===== src/rtl/bios_fetch.sv =====
// Purpose  : instruction-fetch front end driving BIOS port A; presents {inst, pc, valid} to decode.
// Latency  : an address issued in cycle t is presented valid in cycle t+1; a redirect costs one NOP bubble.
// Backpress: stall freezes the PC and parks the presented word in a one-entry hold buffer until release.
//
// Ports:
//   clk, reset        core clock, synchronous active-high reset
//   stall             decode cannot accept the presented inst this cycle
//   redirect/_pc      restart fetch at redirect_pc (low two bits ignored)
//   bios_adra         word address to BIOS port A (purely from the fetch PC)
//   bios_douta        BIOS port A read data, one cycle after the address
//   inst/inst_pc      instruction and its byte PC; inst is NOP when not valid
//   inst_valid        inst/inst_pc carry a real fetched instruction
module bios_fetch #(
  parameter int              XLEN       = 32,
  parameter int              ADDR_WIDTH = 12,
  parameter logic [XLEN-1:0] RESET_PC   = 32'h4000_0000
) (
  input  logic                  clk,
  input  logic                  reset,
  input  logic                  stall,
  input  logic                  redirect,
  input  logic [XLEN-1:0]       redirect_pc,
  output logic [ADDR_WIDTH-1:0] bios_adra,
  input  logic [XLEN-1:0]       bios_douta,
  output logic [XLEN-1:0]       inst,
  output logic [XLEN-1:0]       inst_pc,
  output logic                  inst_valid
);

  localparam logic [XLEN-1:0] NOP = XLEN'(32'h0000_0013);

  // Fetch PC and the PC/valid tag of the word currently on bios_douta.
  logic [XLEN-1:0] pc_f_q, pc_f_d;
  logic [XLEN-1:0] pc_q, pc_d;
  logic            v_q, v_d;

  // One-entry hold buffer used while decode is stalled.
  logic            holding_q, holding_d;
  logic [XLEN-1:0] hold_inst_q, hold_inst_d;
  logic [XLEN-1:0] hold_pc_q, hold_pc_d;
  logic            hold_v_q, hold_v_d;

  logic [XLEN-1:0] pres_inst;
  logic [XLEN-1:0] pres_pc;
  logic            pres_v;

  // Address depends on the fetch PC alone, keeping stall/redirect off the memory address path.
  assign bios_adra = pc_f_q[ADDR_WIDTH+1:2];

  // While holding, the memory has been re-reading pc_f, so its data is not the parked word.
  assign pres_inst = holding_q ? hold_inst_q : bios_douta;
  assign pres_pc   = holding_q ? hold_pc_q   : pc_q;
  assign pres_v    = holding_q ? hold_v_q    : v_q;

  assign inst       = pres_v ? pres_inst : NOP;
  assign inst_pc    = pres_pc;
  assign inst_valid = pres_v;

  always_comb begin
    pc_f_d      = pc_f_q;
    pc_d        = pc_q;
    v_d         = v_q;
    holding_d   = holding_q;
    hold_inst_d = hold_inst_q;
    hold_pc_d   = hold_pc_q;
    hold_v_d    = hold_v_q;

    if (redirect) begin
      // The word returning next cycle belongs to the old path and is squashed.
      pc_f_d    = redirect_pc & ~XLEN'(3);
      pc_d      = pc_f_q;
      v_d       = 1'b0;
      holding_d = 1'b0;
      hold_v_d  = 1'b0;
    end else if (stall) begin
      // Capture only on the first stall cycle; later cycles keep the parked word.
      if (!holding_q) begin
        holding_d   = 1'b1;
        hold_inst_d = pres_inst;
        hold_pc_d   = pres_pc;
        hold_v_d    = pres_v;
      end
    end else begin
      // Presented word is consumed; the word fetched at pc_f arrives next cycle.
      pc_d      = pc_f_q;
      v_d       = 1'b1;
      pc_f_d    = pc_f_q + XLEN'(4);
      holding_d = 1'b0;
    end
  end

  always_ff @(posedge clk) begin
    if (reset) begin
      pc_f_q      <= RESET_PC;
      pc_q        <= RESET_PC;
      v_q         <= 1'b0;
      holding_q   <= 1'b0;
      hold_inst_q <= NOP;
      hold_pc_q   <= RESET_PC;
      hold_v_q    <= 1'b0;
    end else begin
      pc_f_q      <= pc_f_d;
      pc_q        <= pc_d;
      v_q         <= v_d;
      holding_q   <= holding_d;
      hold_inst_q <= hold_inst_d;
      hold_pc_q   <= hold_pc_d;
      hold_v_q    <= hold_v_d;
    end
  end

endmodule


===== config.mk =====
export PLATFORM = sky130hd
export DESIGN_NAME = bios_fetch
export DESIGN_NICKNAME = d
export VERILOG_FILES = /design/src/rtl/bios_fetch.sv
export SDC_FILE = /design/constraint.sdc
export NUM_CORES = 1
export LEC_CHECK = 0
export BUFFER_PORTS_ARGS = -buffer_cell sky130_fd_sc_hd__clkbuf_2
export CAP_MARGIN = 15
export CORE_MARGIN = 8
export CORE_UTILIZATION = 58
export DETAILED_ROUTE_END_ITERATION = 6
export PLACE_DENSITY = 0.91
export SLEW_MARGIN = 20
export SYNTH_ARGS = -nofsm -noshare
export SYNTH_HDL_FRONTEND = slang
export SYNTH_SLANG_ARGS = --single-unit

===== constraint.sdc =====
create_clock -name clk -period 2.8 [get_ports clk]
set_input_delay 0.42 -clock clk [delete_from_list [all_inputs] [get_ports clk]]
set_output_delay 0.42 -clock clk [all_outputs]
set_load 0.02 [all_outputs]

==> key figures <==
Layout
  – Nets@finish: 919
  – Share of layout cells above drive strength 1: 27.35%
  – Post-route insts no fill: 999
  – ANT cells: 0
  – Synth-to-Final Area Change: 21.35%

Setup path
  – CP Launch Type: flop
  – Critical Path End: inst[11]
  – FF-to-FF setup slack: 0.46 ns
  – WS Path Type: reg -> out
  – CP max FO: 16
  – FF-to-FF path depth: 5
  – WP data arrival: 2.10 ns
  – Critical Path Start: v_q$_SDFFE_PP0N_
  – Reg2reg end: pc_f_q[24]$_SDFFE_PP0P_
  – Worst path required time: 2.38 ns
  – RR Startpoint: pc_f_q[2]$_SDFFE_PP0P_
  – CP Capture Type: output pin

Global route
  – GRT Total Usage: between 20% and 30%
  – Vias in the first global route: roughly 5.8k
  – Total grt overflow: 0
  – Antenna violations before repair: 0
  – First-pass GRT wire length: between 20000 and 30000 um
  – Largest net degree at the start of global routing: 54

Route
  – ANT nets after route: 0
  – WL final: ~18000 um
  – Residual DRC count: 0
  – Initial DRC count: ~630
  – DR vias/cell: 6.067
  – Vias: 6061
  – First-pass DRT Iterations: 7
  – Wire length per cell: 17.67 um

Synth
  – Syn avg cell area: ~8.1 um^2
  – Mapped Cells: approximately 750
  – Multiplexer share of the synthesized area: under 10%
  – Post-Synth XOR/XNOR Area: 1.160%
  – Fraction of registers with async set/reset: 0%
  – Mapped Area: 6042 um^2
  – EDFF count, synth: 0
  – Post-synthesis net count: slightly above 800
  – Primary FF master, synth: dfxtp_1
  – Count of cell types in the netlist: 54
  – Synthesis Warnings: 0
  – Simple-gate area share of the yosys netlist: 25.51%
  – Synth Area in Compound Gates: a little under a fifth
  – Yosys reg bits: ~130
  – Largest family of logic cells by synthesized area: simple AND/OR/NAND/NOR gates
  – Synth Area in Adders: 0.2071%
  – Register area share after synthesis: 42.08%

Worst hold path
  – Hold Crit Class: in -> reg
  – Hold depth: 3

Die
  – Total I/O pin count: 145
  – Rows: 37
  – Core area: 10230 um^2
  – Initial Util: roughly three fifths
  – Die Span X: 118.1 um
  – Die H: 118.1 um
  – Die area: 13940 um^2

Timing
  – Min cycle time layout: roughly 2.5 ns
  – Final max-slew violation count: 0
  – Max Clk Rate: between 0.3 and 0.4 GHz
  – RSZ-0062 raised after global routing: no
  – Final hold vios: 0
  – Slew headroom: 51.72%
  – Clock Skews: 0.007484 ns
  – Worst Tran Pin Value: 0.7188 ns
  – Worst setup margin: 0.2762 ns
  – Setup TNS: 0 ns
  – Final setup vio count: 0
  – Crit share post-route: 90.13%

Placed design
  – Post-DP HPWL: about 11000 um
  – Dpl ws: 0.4991 ns
  – Port bufs: 142
  – Final Wtd Congestion: 0.8880
  – Placed cells: 967

Clock network
  – Cells resized by post-CTS repair: 0
  – Clk sinks: 127
  – Worst-path clk slew: 0.06 ns
  – Maximum root-to-sink buffer count: 2
  – Hold-fix buffers, CTS: 0
  – CTS tree: done
  – Clk root buf: clkbuf_8
  – Postcts setup bufs: 0
  – H-tree lvl count: 4
  – Clk_lat worst skew: 0.52 ns
  – Num CTS Buffers: 17

Pwr
  – Leakage: 0.002997 uW
  – Pwr dens: 641.4 nW/um^2
  – Worst vdd ir: 0.3425 mV

Status
  – Status: complete, no violations

Run
  – Max Cap Viol: 0
-- power by group --
group	total (uW)	internal (uW)	switching [uW]
clock	2220	1370	849
combinational	495	189	306
sequential	1990	1890	100
total	4700	3450	1260
-- metal layers --
layer / routed length (um) / global-route usage, % / vias up / share of wire, %
met5: 0 / 0 / - / 0
met4: 556 / 10.57 / 0 / 3.1
met3: 1380 / 5.372 / 55 / 7.8
met2: 8706 / 42.13 / 319 / 49
met1: 7009 / 30.08 / 2869 / 40
li1: - / - / 2818 / -
-- final cells by class --
| type | count | area, um^2 |
|---|---|---|
| clock inverter | 15 | 185.2 |
| tap | 136 | 170.2 |
| sequential | 127 | 2544 |
| inverter | 11 | 41.29 |
| timing repair buffer | 155 | 835.8 |
| fill | 770 | 2899 |
| multi-input combinational | 538 | 3142 |
| clock buffer | 17 | 414.1 |
-- how the worst min path moves through the flow --
stage,start,to,slack (ns)
6_report,bios_douta[29],hold_inst_q[29]$_SDFFE_PP0P_,0.13
5_1_grt,bios_douta[7],hold_inst_q[7]$_SDFFE_PP0P_,0.13
4_1_cts,redirect_pc[4],pc_f_q[4]$_SDFFE_PP0P_,0.12
3_5_place_dp,hold_pc_q[14]$_SDFFE_PP0P_,hold_pc_q[14]$_SDFFE_PP0P_,0.44
3_3_place_gp,hold_pc_q[3]$_SDFFE_PP0P_,hold_pc_q[3]$_SDFFE_PP0P_,0.44
2_1_floorplan,hold_pc_q[10]$_SDFFE_PP0P_,hold_pc_q[10]$_SDFFE_PP0P_,0.43
-- logic make-up after synthesis --
group	Yosys count
xor+xnor	8
buf+inv	83
fa+ha+maj	1
mux	35
compound gates	168
simple gates	326
flops	127
-- placed cells by master, fill, tap and decap left out, types with 7 or more instances in the layout --
| cell type | Yosys | final |
|---|---|---|
| nand2_1 | 207 | 207 |
| clkbuf_2 | 1 | 141 |
| dfxtp_1 | 127 | 126 |
| a21oi_1 | 91 | 91 |
| mux2_2 | 30 | 30 |
| a22o_1 | 28 | 28 |
| nor2_1 | 27 | 25 |
| clkbuf_16 | 0 | 16 |
| nand3_1 | 13 | 13 |
| nand4_1 | 13 | 13 |
| nor4_1 | 12 | 12 |
| buf_4 | 13 | 12 |
| inv_1 | 11 | 11 |
| a211oi_1 | 10 | 10 |
| o21ai_0 | 9 | 9 |
| or3_1 | 7 | 7 |
| nor3_1 | 7 | 7 |
| and3_1 | 7 | 7 |
-- critical path, cell delays in order (launching register included) --
cell	delay, ns
dfxtp_1	0.35
inv_1	0.07
nor2_2	0.49
buf_4	0.33
a22o_1	0.18
clkbuf_2	0.17
-- sequential cells by signal, indices dropped and copies added (netlist names) --
register / count
pc_q: 30
v_q: 1
hold_pc_q: 32
holding_q: 1
pc_f_q: 30
hold_inst_q: 32
hold_v_q: 1
-- cells in the mapped netlist, drive strengths merged (5+ instances only) --
cell type,count,area share [%]
and3,7,0.72
nand2b,6,0.62
a22o,28,4.1
mux2,30,5.6
nand2,207,13
a311oi,5,0.72
clkbuf,48,3.0
nor4,15,2.2
nand4,15,2.1
o21ai,9,0.75
a21oi,91,7.5
nor2,27,1.7
xor2,5,0.72
mux2i,5,0.83
dfxtp,127,42
nand3,13,1.1
and4,6,0.89
buf,24,2.5
a2111oi,7,1.4
nor3,7,0.58
inv,11,0.68
or3,7,0.72
a211oi,10,1.2
and2,5,0.52
-- stage by stage --
| step | utilization [%] | total power, uW | hold slack [ns] | cell area (um^2) |
|---|---|---|---|---|
| detailed placement | 65.81 | 2508 | 0.4433 | 6733 |
| floorplan | - | 2333 | 0.4329 | 6042 |
| finish | 71.66 | 4703 | 0.1324 | 7332 |
| CTS | 71.66 | 4696 | 0.1167 | 7332 |
| global placement | 65.81 | 2491 | 0.4379 | 6733 |
| global route | 71.66 | 4852 | 0.1348 | 7332 |
(Power assumes the default switching activity.)
